`config.mk`:
```
export PLATFORM = sky130hd
export DESIGN_NAME = camera_stream_rx
export DESIGN_NICKNAME = d
export VERILOG_FILES = /design/src/rtl/camera_stream_rx.sv
export SDC_FILE = /design/constraint.sdc
export NUM_CORES = 1
export LEC_CHECK = 0
export BUFFER_PORTS_ARGS = -buffer_cell sky130_fd_sc_hd__buf_2
export CAP_MARGIN = 5
export CORE_MARGIN = 2
export CORE_UTILIZATION = 31
export DETAILED_ROUTE_END_ITERATION = 8
export PLACE_DENSITY = 0.43
export SYNTH_ARGS = -nofsm -noshare
export SYNTH_HDL_FRONTEND = slang
export SYNTH_SLANG_ARGS = --single-unit
```
`constraint.sdc`:
```
create_clock -name clk -period 4.75 [get_ports clk]
set_input_delay 0.475 -clock clk [delete_from_list [all_inputs] [get_ports clk]]
set_output_delay 0.475 -clock clk [all_outputs]
set_load 0.02 [all_outputs]
```
`src/rtl/camera_stream_rx.sv`:
```
// Camera pixel receiver: frame tracking (sof/eol tagging) into a show-ahead FIFO with a valid/ready output.
// Latency 2 edges from pixel capture to out_valid; overflow drops pixels until the next sof. Option: CAMERA_RX_FRAME_CHECK_EN adds frame_err.
module camera_stream_rx #(
    parameter int PIXEL_W    = 24,
    parameter int H_ACTIVE   = 640,
    parameter int V_ACTIVE   = 480,
    parameter int FIFO_DEPTH = 16
) (
    input  logic                          clk,
    input  logic                          rst_n,
    input  logic [PIXEL_W-1:0]            pixel_data,
    input  logic                          pixel_valid,
    input  logic                          cam_sof,
    input  logic                          clear_status,
    output logic [PIXEL_W-1:0]            out_data,
    output logic                          out_sof,
    output logic                          out_eol,
    output logic                          out_valid,
    input  logic                          out_ready,
    output logic [$clog2(FIFO_DEPTH):0]   fifo_level,
    output logic [15:0]                   frame_count,
    output logic                          overflow,
    output logic                          busy
`ifdef CAMERA_RX_FRAME_CHECK_EN
    ,
    output logic                          frame_err
`endif
);
    localparam int XW = (H_ACTIVE > 1) ? $clog2(H_ACTIVE) : 1;
    localparam int YW = (V_ACTIVE > 1) ? $clog2(V_ACTIVE) : 1;
    localparam int PW = (FIFO_DEPTH > 1) ? $clog2(FIFO_DEPTH) : 1;
    localparam int EW = PIXEL_W + 2;
    localparam logic [XW-1:0] X_LAST   = XW'(H_ACTIVE - 1);
    localparam logic [YW-1:0] Y_LAST   = YW'(V_ACTIVE - 1);
    localparam logic [PW:0]   LVL_FULL = (PW + 1)'(FIFO_DEPTH);

    typedef enum logic [1:0] {ST_IDLE, ST_ACTIVE, ST_DROP} state_t;

    state_t          r_state, w_state_nxt;
    logic [XW-1:0]   r_x, w_x_nxt;
    logic [YW-1:0]   r_y, w_y_nxt;
    logic            w_full, w_wr_en, w_wr_sof, w_wr_eol, w_fc_inc, w_ovf_set, w_at_eol;
    logic [EW-1:0]   r_mem [FIFO_DEPTH];
    logic [PW:0]     r_wr_ptr, r_rd_ptr, w_mem_cnt, r_level;
    logic            w_load, w_pop;

    assign w_full   = (r_level == LVL_FULL);
    assign w_at_eol = (r_x == X_LAST);

    always_ff @(posedge clk or negedge rst_n) begin
        if (!rst_n) begin
            r_state <= ST_IDLE;
            r_x     <= '0;
            r_y     <= '0;
        end else begin
            r_state <= w_state_nxt;
            r_x     <= w_x_nxt;
            r_y     <= w_y_nxt;
        end
    end

    always_comb begin
        w_state_nxt = r_state;
        w_x_nxt     = r_x;
        w_y_nxt     = r_y;
        w_wr_en     = 1'b0;
        w_wr_sof    = 1'b0;
        w_fc_inc    = 1'b0;
        w_ovf_set   = 1'b0;
        // A full FIFO takes priority over everything, including an sof restart.
        if (pixel_valid && (cam_sof || r_state == ST_ACTIVE)) begin
            if (w_full) begin
                w_ovf_set   = 1'b1;
                w_state_nxt = ST_DROP;
            end else if (cam_sof) begin
                w_wr_en     = 1'b1;
                w_wr_sof    = 1'b1;
                w_x_nxt     = XW'(1);
                w_y_nxt     = '0;
                w_state_nxt = ST_ACTIVE;
            end else begin
                w_wr_en = 1'b1;
                if (w_at_eol) begin
                    w_x_nxt = '0;
                    if (r_y == Y_LAST) begin
                        w_y_nxt     = '0;
                        w_fc_inc    = 1'b1;
                        w_state_nxt = ST_IDLE;
                    end else begin
                        w_y_nxt = r_y + YW'(1);
                    end
                end else begin
                    w_x_nxt = r_x + XW'(1);
                end
            end
        end
    end

    assign w_wr_eol = w_at_eol && !w_wr_sof;
    assign busy     = (r_state != ST_IDLE);

    assign w_mem_cnt = r_wr_ptr - r_rd_ptr;
    assign w_pop     = out_valid && out_ready;
    assign w_load    = (w_mem_cnt != '0) && (!out_valid || out_ready);

    always_ff @(posedge clk) begin
        if (w_wr_en) r_mem[r_wr_ptr[PW-1:0]] <= {w_wr_sof, w_wr_eol, pixel_data};
    end

    // fifo_level counts the output register too, so capacity is exactly FIFO_DEPTH.
    always_ff @(posedge clk or negedge rst_n) begin
        if (!rst_n) begin
            r_wr_ptr  <= '0;
            r_rd_ptr  <= '0;
            r_level   <= '0;
            out_valid <= 1'b0;
            out_sof   <= 1'b0;
            out_eol   <= 1'b0;
            out_data  <= '0;
        end else begin
            if (w_wr_en) r_wr_ptr <= r_wr_ptr + (PW + 1)'(1);
            if (w_load) begin
                {out_sof, out_eol, out_data} <= r_mem[r_rd_ptr[PW-1:0]];
                out_valid <= 1'b1;
                r_rd_ptr  <= r_rd_ptr + (PW + 1)'(1);
            end else if (w_pop) begin
                out_valid <= 1'b0;
            end
            r_level <= r_level + {{PW{1'b0}}, w_wr_en} - {{PW{1'b0}}, w_pop};
        end
    end
    assign fifo_level = r_level;

    always_ff @(posedge clk or negedge rst_n) begin
        if (!rst_n) begin
            frame_count <= '0;
            overflow    <= 1'b0;
        end else begin
            if (w_fc_inc) frame_count <= frame_count + 16'd1;
            if (w_ovf_set)         overflow <= 1'b1;
            else if (clear_status) overflow <= 1'b0;
        end
    end

`ifdef CAMERA_RX_FRAME_CHECK_EN
    logic r_seen, w_ferr_set;
    assign w_ferr_set = (r_state == ST_ACTIVE && pixel_valid && cam_sof && !w_full) ||
                        (r_state == ST_IDLE && pixel_valid && !cam_sof && r_seen);
    always_ff @(posedge clk or negedge rst_n) begin
        if (!rst_n) begin
            r_seen    <= 1'b0;
            frame_err <= 1'b0;
        end else begin
            if (w_fc_inc) r_seen <= 1'b1;
            if (w_ferr_set)        frame_err <= 1'b1;
            else if (clear_status) frame_err <= 1'b0;
        end
    end
`endif
endmodule

```
# After elaboration in Yosys (flattened, before gate mapping)
# Memories as Yosys holds them, arrays and structs flattened. A register that Yosys moved wholly into a read port is not among the register bits.
# Index checks and enable logic that the tools add are counted.
# word_totals
regBits,54
ramBits,416
inputBits,30
output_inout_bits,50
n_memories,1
# classes
n_addsub,8
eq_ne,4
n_mux,27
n_bitwise,1
reduce_logical,19
# memory_table
memory,depth,word_bits,rd,rd_clocked_by_memory_dff,write_ports,line_no,text
r_mem,16,26,1,1,1,43,logic [EW-1:0] r_mem [FIFO_DEPTH];
# ops
operator,count
9-bit 2-to-1 mux,3
10-bit 2-to-1 mux,2
1-bit 2-to-1 mux,18
"16-bit by 1-bit adder with 16-bit output, second input constant",1
"10-bit by 1-bit adder with 10-bit output, second input constant",1
"5-bit by 1-bit adder with 5-bit output, second input constant",2
"10-bit equality test, second input constant",1
"9-bit by 1-bit adder with 9-bit output, second input constant",1
"9-bit equality test, second input constant",1
2-bit 2-to-1 mux,4
2-bit nonzero test,4
3-bit AND reduction,2
3-bit nonzero test,2
5-bit by 1-bit adder with 5-bit output,1
"5-bit equality test, second input constant",1
5-bit nonzero test,1
5-bit by 1-bit subtractor with 5-bit output,1
5-bit subtractor,1
1-bit logical AND,4
1-bit logical NOT,3
"2-bit by 1-bit equality test with 1-bit output, second input constant",1
1-bit logical OR,2
2-bit AND reduction,1
1-bit inverter,1

# Depth between registers and ports, before layout
# logic_depth
ltp_word,6
mapped_depth,17

# Worst setup path before layout
# Ideal clock, no wire load.
# synth_path
path_type,register -> register
startpoint,"register r_level[2], in the netlist fifo_level[2]"
endpoint,"memory r_mem[0][0] (netlist name), enable pin"
setup_ps,442
arrival_time_ps,3374
required_time_ps,4308
setup_slack_ps,934
stages_incl_launch_ff,9
path_buffers,2
path_cell_list,dfrtp_1 inv_1 ha_1 nand4bb_2 o211a_1 buf_6 clkbuf_1 nand2_1 nor3_1
# synth_between
elab_chain_len,5
# synth_rtl
item,line_no,text
"start, declared",44,"logic [PW:0] r_wr_ptr, r_rd_ptr, w_mem_cnt, r_level;"
"start signal, assigned",129,"r_level <= r_level + {{PW{1'b0}}, w_wr_en} - {{PW{1'b0}}, w_pop};"
5-bit equality test,47,assign w_full = (r_level == LVL_FULL);
1-bit 2-to-1 mux,72,if (w_full) begin
1-bit 2-to-1 mux,71,if (pixel_valid && (cam_sof || r_state == ST_ACTIVE)) begin
1-bit 2-to-1 mux,107,"if (w_wr_en) r_mem[r_wr_ptr[PW-1:0]] <= {w_wr_sof, w_wr_eol, pixel_data};"
1-bit 2-to-1 mux (implied by the code),107,
"end, declared",43,
# No other way between the ends.

# Worst setup path in the final report
# layout_path
startpoint,register r_rd_ptr[3]
endpoint,"register out_data[8], read port of r_mem"
# layout_between
elab_chain_len,3
# layout_rtl
item,line_no,text
"start, declared",44,
"start signal, assigned",125,r_rd_ptr <= r_rd_ptr + (PW + 1)'(1);
5-bit subtractor,102,assign w_mem_cnt = r_wr_ptr - r_rd_ptr;
5-bit nonzero test,104,assign w_load = (w_mem_cnt != '0) && (!out_valid || out_ready);
1-bit logical AND,104,
"end, declared",15,"output logic [PIXEL_W-1:0] out_data,"
# Parallel ways exist; a longest one is shown, timed or not.
# A chain may end at the register's enable or synchronous reset.

==> out/metrics.yaml <==
die_h_um: 256
fmax_mhz: 291
p_sw_mw: 4.28
yosys_register_bits: 496
seq_area_sq_um: 14500
status: "complete, but fails checks"
wl_mm: 47.4
pwr-share-comb_pct: 27.8
p_seq_share_pct: 42.3
maxSlewHeadroom_pct: 19.6
multi_input_area_sq_um: 4900
slew_viol_final: 0
leakage_nw: 7.85
powerDensity_nw_per_um2: 592
internal-power_mw: 9.22
ioPinCount: 80
cts_buffers: 55
final_cells: 2055
drc_errors: 0
grt_max_degree: 67
fin_setup_tns_ns: 0
h-tree-depth: 2
drtIter0Drc: 571
wl_per_cell_um: 23.1
irDropWorstVdd_mv: 0.320
synthArstFlopShare_pct: 16.1
die_area_sq_um: 65300
dr_wl_met3_mm: 1.71
dr_wl_met2_mm: 22.8
drive_gt1_share_pct: 25.3
crit_required_ns: 5.24
synth_area_per_cell_sq_um: 18.5
drv_cap: 0
ant_nets: 0
ys.flop_type: "edfxtp_1"
finClkSkew_ns: 0.0190
synth_seq_area_share_pct: 73.9
grt-ovfl-total: 0
hold_path.class: "primary input to async pin"
dieWidth_um: 256
cts_resized: 0
synth_area_sq_um: 19600
num_antenna_cells: 0
fin_area_sq_um: 22800
postCtsHoldBufs: 0
first_global_vias: 10500
met1_length_mm: 21.9
max_stage_delay_ns: 0.57
dr.pass1.iters: 5
clk_pin_slew_ns: 0.06
postCtsSetupBuffers: 0
post-route-period-util_pct: 72.5
cpMaxStageDelayCell: "nand2b_2"
grt_usage_pct: 14.6
pwr-share-clk_pct: 29.9
clockRootBuffer: "clkbuf_16"
nets: 1211
arrival_ns: 3.93
path_class: "register to register"
worstPathMaxFanout: 27
antenna_found_initial: 1
fp.coreArea_sq_um: 62900
port_buffers: 79
grt_setup_unrepaired: "false"
p_total_mw: 13.5
fin_crit_ns: 3.44
r2r_start: "r_rd_ptr[3]"
vias_per_cell: 4.81
gp_congestion: 0.717
worst_pin_slew_ns: 1.20
setup_viol: 0
startpoint_type: "register"
clkLatencyLatePin_ns: 0.60
top_layer_used: "met5"
syn_inst: 1060
holdWs_ns: -0.00725
place_area_sq_um: 21100
synth_edf_count: 416
dpl.cell_count: 1951
synthesis.nets: 1109
violations: "hold timing"
area_growth_pct: 16.1
final_core_util_pct: 36.3
fillers: 5964
critPathCaptureType: "register"
hold_violations: 8
start_util_pct: 31.2
setup_ws_ns: 1.31
cts_tree: "built"
num_rows: 92
ys_warn_count: 0
cts.sinks: 496
startpoint: "r_rd_ptr[3]"
ys_types: 56
swShare_pct: 31.7
num_vias: 9880
pre_cts_ws_ns: 1.26
hpwl_mm: 26.1
max-clock-path-buffers: 3
grt_pass1_wl_mm: 71.4
crit_chain: "buf_4 -> clkinv_1 -> ha_1 -> inv_1 -> a211o_1 -> a211oi_2 -> nand2b_2 -> buf_12 -> mux2_2"
==> logic make-up (layout without fill, tap and decap cells) <==
family                     count (synthesis)  count (layout)  synth area share [%]
adders and majority gates                 19              19                  1.25
AOI/OAI and AO/OA                        116             116                  4.02
buffers and inverters                     68             217                  1.84
DFF                                      496             496                  73.9
and+or+nand+nor                          166             166                  4.16
muxes                                    160             160                  13.3
xor gates and xnor gates                  35              35                  1.56
==> metal layers <==
layer | vias to the layer above | global-route usage, %
met1 | 5227 | 19.8
met5 | - | 0
met4 | 2 | 3.83
li1 | 4440 | -
met3 | 60 | 2.86
met2 | 151 | 24.1
==> worst max-delay path, delay by kind of cell (launching register included) <==
kind	cells	cell delay, ns
AO/OA/AOI/OAI	2	0.62
adder cells (fa/ha/maj)	1	0.42
flip-flops	1	0.32
buffers and inverters	4	1.05
AND/OR/NAND/NOR	1	0.57
multiplexers	1	0.35
==> synth_stat cells (all sizes together), types with 2 or more instances <==
master  number  share of area, %
mux2i       54               2.8
a31oi        2             0.064
inv         16              0.32
a221oi      26               1.2
and2         3             0.096
edfxtp     416                64
xnor2       21              0.94
and4bb       2              0.13
xor2        14              0.62
a22oi       26              0.99
and3         6              0.19
nor3        12              0.33
mux4        78               9.0
and4         2             0.089
nor2        40              0.77
a22o         2             0.089
nand3       14              0.36
nor2b        3             0.096
buf         27               1.0
a21oi        5              0.13
nand2       57               1.1
or4b         2              0.12
mux2        28               1.6
dfrtp       80                10
nand4       12              0.38
ha          18               1.1
nand2b       6              0.19
clkbuf      24              0.48
o21ai       46               1.2
==> cell type report <==
type,count,area share (%)
clock buffers,95,7.06
clock inverters,9,0.384
inverters,17,0.291
multi-input cells,496,21.5
flip-flops and latches,496,63.6
well taps,846,4.65
repair buffers,96,2.47
==> worst paths after layout <==
path,cells past startpoint,end,slack (ns)
max in group asynchronous,2,r_rd_ptr[1],3.75
min,1,r_y[7],-0.007
min reg2reg,1,frame_count[15],0.47
max reg2reg,9,out_data[8],1.31
min in group clk,2,overflow,0.06
max,9,out_data[8],1.31
==> flip-flops by register name, summed over array words and instances, names as in the netlist <==
signal and count:
fifo_level 5, frame_count 16, out_data 24, out_eol 1, out_sof 1, out_valid 1, overflow 1, r_mem 416
r_rd_ptr 5, r_state 2, r_wr_ptr 5, r_x 10, r_y 9
==> cells in the final DEF (no fill, tap or decap), drive strengths merged, types with 2 or more instances in the layout <==
| cell | count |
|---|---|
| buf | 96 |
| nand2b | 6 |
| mux4 | 78 |
| mux2 | 28 |
| nor3 | 12 |
| nand2 | 57 |
| dfrtp | 80 |
| and3 | 6 |
| clkbuf | 95 |
| ha | 18 |
| inv | 17 |
| a22oi | 26 |
| and4 | 2 |
| mux2i | 54 |
| a31oi | 2 |
| or4b | 2 |
| nor2b | 3 |
| and4bb | 2 |
| nand4 | 12 |
| clkinv | 8 |
| xor2 | 14 |
| a21oi | 5 |
| nor2 | 40 |
| o21ai | 46 |
| a22o | 2 |
| xnor2 | 21 |
| edfxtp | 416 |
| a221oi | 26 |
| and2 | 3 |
| nand3 | 14 |
==> power by group through the flow <==
stage	clock, mW	combinational [mW]	sequential [mW]
after floorplan	0	2.61	5.73
after global placement	0	3.86	5.80
after detailed placement	0	3.88	5.81
after CTS	4.15	3.88	5.73
after global routing	4.34	4.14	5.79
final	4.04	3.75	5.71
Power figures use the tool's default switching activity.
